`config.mk`:
```
export PLATFORM = sky130hd
export DESIGN_NAME = speaker_serializer
export DESIGN_NICKNAME = d
export VERILOG_FILES = /design/src/rtl/speaker_serializer_pkg.sv /design/src/rtl/speaker_serializer_shift16.sv /design/src/rtl/speaker_serializer.sv
export SDC_FILE = /design/constraint.sdc
export NUM_CORES = 1
export LEC_CHECK = 0
export CELL_PAD_IN_SITES_DETAIL_PLACEMENT = 1
export CELL_PAD_IN_SITES_GLOBAL_PLACEMENT = 1
export CORE_AREA = 8 8 76 78
export DETAILED_ROUTE_END_ITERATION = 8
export DIE_AREA = 0 0 84 86
export GPL_TIMING_DRIVEN = 0
export PLACE_DENSITY = 0.86
export RECOVER_POWER = 25
export SLEW_MARGIN = 0
export SYNTH_ARGS = -nofsm -noshare
export SYNTH_HDL_FRONTEND = slang
export SYNTH_SLANG_ARGS = --single-unit
```
`constraint.sdc`:
```
create_clock -name clk -period 4.1 [get_ports clk]
set_clock_uncertainty 0.2 [all_clocks]
set_input_delay 0.615 -clock clk [delete_from_list [all_inputs] [get_ports clk]]
set_output_delay 0.615 -clock clk [all_outputs]
set_load 0.01 [all_outputs]
```
`src/rtl/speaker_serializer_pkg.sv`:
```
// Shared frame/slot timing constants for the speaker serializer and tone generator.
package speaker_serializer_pkg;

   localparam int FRAME_LEN = 512;
   localparam int SLOT_LEN  = 16;
   localparam int SAMPLE_W  = 16;
   localparam int CNT_W     = 9;
   localparam int SLOT_BITS = $clog2(SLOT_LEN);

   typedef logic signed [SAMPLE_W-1:0] sample_t;

   function automatic logic slot_last(input logic [CNT_W-1:0] c);
      return c[SLOT_BITS-1:0] == SLOT_BITS'(SLOT_LEN - 1);
   endfunction

endpackage

```
`src/rtl/speaker_serializer_shift16.sv`:
```
// Parallel-load, MSB-first shift register feeding the serial data line.
module spk_shift16
   import speaker_serializer_pkg::*;
(
   input  logic                clk,
   input  logic                rst,
   input  logic                load,
   input  logic                shift,
   input  logic [SAMPLE_W-1:0] din,
   output logic                msb
);

   logic [SAMPLE_W-1:0] sr;

   always_ff @(posedge clk) begin
      if (rst) begin
         sr <= '0;
      end else if (load) begin
         sr <= din;
      end else if (shift) begin
         sr <= {sr[SAMPLE_W-2:0], 1'b0};
      end
   end

   assign msb = sr[SAMPLE_W-1];

endmodule

```
`src/rtl/speaker_serializer.sv`:
```
// Left-justified stereo DAC serializer: mclk/sck/lrck from a free-running frame counter.
// Optional mute input is enabled by defining SPK_MUTE_EN.
module speaker_serializer
   import speaker_serializer_pkg::*;
(
   input  logic    clk,
   input  logic    rst,
   input  sample_t audio_left,
   input  sample_t audio_right,
`ifdef SPK_MUTE_EN
   input  logic    mute,
`endif
   output logic    audio_mclk,
   output logic    audio_lrck,
   output logic    audio_sck,
   output logic    audio_sdin,
   output logic    sample_req
);

   logic [CNT_W-1:0]    cnt;
   sample_t             cap_left;
   sample_t             cap_right;
   sample_t             hold_right;
   logic                frame_end;
   logic                half_end;
   logic                sh_load;
   logic                sh_shift;
   logic [SAMPLE_W-1:0] sh_din;

   always_comb begin
      cap_left  = audio_left;
      cap_right = audio_right;
`ifdef SPK_MUTE_EN
      if (mute) begin
         cap_left  = '0;
         cap_right = '0;
      end
`endif
   end

   assign frame_end = (cnt == CNT_W'(FRAME_LEN - 1));
   assign half_end  = (cnt == CNT_W'(FRAME_LEN / 2 - 1));

   always_ff @(posedge clk) begin
      if (rst) begin
         cnt        <= '0;
         sample_req <= 1'b0;
         hold_right <= '0;
      end else begin
         cnt        <= cnt + CNT_W'(1);
         sample_req <= frame_end;
         if (frame_end) begin
            hold_right <= cap_right;
         end
      end
   end

   // The shifter itself is the left holding register: it is loaded straight from
   // the capture mux so the left MSB is on sdin in the first cycle of the frame.
   assign sh_load  = frame_end | half_end;
   assign sh_shift = slot_last(cnt) & ~sh_load;
   assign sh_din   = frame_end ? cap_left : hold_right;

   spk_shift16 u_shift (
      .clk   (clk),
      .rst   (rst),
      .load  (sh_load),
      .shift (sh_shift),
      .din   (sh_din),
      .msb   (audio_sdin)
   );

   assign audio_mclk = cnt[1];
   assign audio_sck  = cnt[3];
   assign audio_lrck = cnt[CNT_W-1];

endmodule

```
==> metrics.md <==
| Metric | Value |
|---|---|
| Outcome | `finished clean` |
| Core Region | `4600 µm²` |
| Ys Warns | `0` |
| Setup-failing EPs final | `0` |
| Slew Viols, Final | `0` |
| PortBufs | `38` |
| Worst rel slew slack | `63.9%` |
| First-pass GRT wire length | `7460 µm` |
| CTS tree | `built` |
| Max clock buf depth | `2` |
| Root Buffer Master | `clkbuf_8` |
| Remaining Overflow, GRT | `0` |
| Fmax | `370 MHz` |
| P_leak | `0.807 nW` |
| Syn Area/Cell | `9.78 µm²` |
| CP Launch Type | `flip-flop` |
| Worst-Skew Late Latency | `300 ps` |
| Area Growth Syn to Fin | `30.1%` |
| CTS H-tree lvls | `2` |
| R2r startpoint | `cnt[1]` |
| Wirelength per Cell | `15.9 µm` |
| CP Cell Sequence | `ha_1 -> nand3_1 -> nor3_1 -> ha_1 -> buf_2 -> buf_2 -> o21ai_0 -> a22o_1` |
| N_diodes | `0` |
| Area share of the largest cell type after synthesis | `47.0%` |
| CP Data Required Time | `4090 ps` |
| Largest net degree at the start of global routing | `13` |
| Critical path buffers and inverters | `2` |
| Die height | `86 µm` |
| WS Path Type | `reg -> reg` |
| Routed via count | `1,460` |
| Final period util | `65.9%` |
| Main synth FF type | `dfxtp_1` |
| Synthesized area | `1790 µm²` |
| Initial antenna violation count | `0` |
| Flop and latch count out of synthesis | `42` |
| Period minus WS final | `2700 ps` |
| Fillers | `526` |
| CTS Buf Count | `5` |
| Actual transition at the worst max-transition pin | `541 ps` |
| Drt total wl | `4500 µm` |
| Share of post-route cells with drive strength above 1 | `8.30%` |
| Hold EP | `cnt[0]` |
| Die Area | `7220 µm²` |
| Vias in the first global route | `1,563` |
| FF-to-FF path depth | `8` |
| Share of flip-flops with an asynchronous set or reset | `0%` |
| Nets | `265` |
| Clk sinks | `42` |
| Library cells used by synthesis | `27` |
| Io pins | `39` |
| CP peak stage delay | `380 ps` |
| Dominant cells by area after synthesis | `dfxtp_1 (47%), mux2i_1 (17%), a22o_1 (7.3%)` |
| First-pass iteration count of the detailed router | `4` |
| Cells after synthesis | `183` |
| Cell taking the most area after synthesis | `dfxtp_1` |
| Synthesized net count | `220` |
| Power density over the cells | `317 nW/µm²` |
| Max cap viols | `0` |
| GRT Overall Usage | `12.7%` |
| FF-to-FF setup slack | `1400 ps` |
| Residual DRC | `0` |
| Die width | `84 µm` |
| Placement Rows | `25` |
| Top post-synthesis cells by count | `dfxtp_1 (42), mux2i_1 (30), nor2_1 (22), nand2_1 (18), o21ai_0 (17)` |
| Final worst slack | `1400 ps` |
| Fin. Hold Viols | `0` |
| Hold_sp | `cnt[0]` |
| RD Place Congestion | `0.778` |
| Setup bufs post-CTS | `0` |
| Footprint of the multi-input gates | `877 µm²` |
| Place WS | `1390 ps` |
| Sequential cell area fraction in the yosys report | `47.0%` |
| Final TNS setup | `0 ps` |
| Number of routed nets with antenna violations | `0` |
| Number of enable flip-flop cells after synthesis | `0` |
| Cts repair resizes | `0` |
| Vias per inst | `5.16` |
| HP Class | `reg -> reg` |
| Starting DRT DRC Count | `36` |
| FF-to-FF End | `u_shift.sr[12]` |
| Delay-heaviest family, CP | `adder cells` |
| Hold_buf cts | `0` |
| Most frequent cell after synthesis | `dfxtp_1` |
| Hold Path Depth | `1` |
| CP Max Fanout | `10` |
| Worst vdd ir | `0.172 mV` |
| Initial Utilization | `38.9%` |
| Reg area | `841 µm²` |
| Detailed Place HPWL | `3400 µm` |
| CP Data Arrival Time | `2690 ps` |
| CP max-delay cell | `dfxtp_1` |
| CP Capture Type | `flip-flop` |
| RSZ-0062 raised after global routing | `false` |
| Clk slew on worst S/H paths | `80 ps` |
-- per-stage QoR --
| stage | hold WS, ps | area (µm²) | utilization (%) | instances | power [mW] |
|---|---|---|---|---|---|
| 2_1_floorplan | 230 | 1790 | - | 183 | 0.434 |
| 3_3_place_gp | 249 | 2240 | 48.7 | 275 | 0.473 |
| 3_5_place_dp | 261 | 2240 | 48.7 | 275 | 0.474 |
| 4_1_cts | 279 | 2330 | 50.7 | 283 | 0.747 |
| 5_1_grt | 294 | 2330 | 50.7 | 283 | 0.770 |
| 6_report | 272 | 2330 | 50.7 | 283 | 0.738 |
-- sequential cells by signal, summed over array words and instances, names as in the netlist --
signal / flops
cnt: 9
sample_req: 1
hold_right: 16
u_shift.sr: 16
-- how the worst max path moves through the flow --
stage                     startpoint              to  slack (ps)  depth (start not counted)
after floorplan               cnt[1]  u_shift.sr[12]        1710                          8
after detailed placement      cnt[1]   hold_right[4]        1390                          8
final                         cnt[1]  u_shift.sr[12]        1400                          8
after global placement        cnt[0]  u_shift.sr[12]        1460                          8
after CTS                     cnt[1]  u_shift.sr[12]        1360                          8
after global routing          cnt[0]  u_shift.sr[12]        1220                          8
-- kinds of logic after synthesis --
family                     Yosys count  share of synthesized area (%)
and+or+nand+nor                     53                           13.0
DFF                                 42                           47.0
AOI/OAI and AO/OA                   39                           15.7
muxes                               30                           16.8
buffers and inverters               13                           4.05
xor gates and xnor gates             3                           1.47
adders and majority gates            3                           2.10
-- routing by layer --
metal	global-route usage (%)	wire length [µm]
met1	14.4	2000
met5	0	0
met3	3.51	185
met2	22.5	2260
met4	4.24	49
-- area by class of cell --
cell class / count / share of cell area, %
plain buffers: 12 / 2.95
repair buffers: 38 / 16.3
flip-flops and latches: 42 / 36.1
well taps: 54 / 2.90
clock inverters: 1 / 0.215
clock buffers: 7 / 3.71
multi-input cells: 128 / 37.6
inverters: 1 / 0.161
-- worst reg2reg max path, stage by stage (launching register included) --
cell	delay [ps]
dfxtp_1	380
ha_1	280
nand3_1	170
nor3_1	320
ha_1	320
buf_2	260
buf_2	320
o21ai_0	150
a22o_1	190
-- layout by cell type, fill, tap and decap left out, types with 4 or more instances in the layout --
cell type	Yosys	routed
a21oi_1	4	4
a22o_1	15	15
buf_2	4	4
clkbuf_1	5	6
clkbuf_8	0	6
clkdlybuf4s50_1	0	33
dfxtp_1	42	42
dlygate4sd3_1	0	5
mux2i_1	30	30
nand2_1	18	18
nor2_1	22	22
o21ai_0	17	17
-- power breakdown --
| part | switching [mW] | internal [mW] |
|---|---|---|
| clock network | 0.140 | 0.136 |
| logic | 0.0157 | 0.0337 |
| registers | 0.00335 | 0.410 |
(Power assumes the default switching activity.)
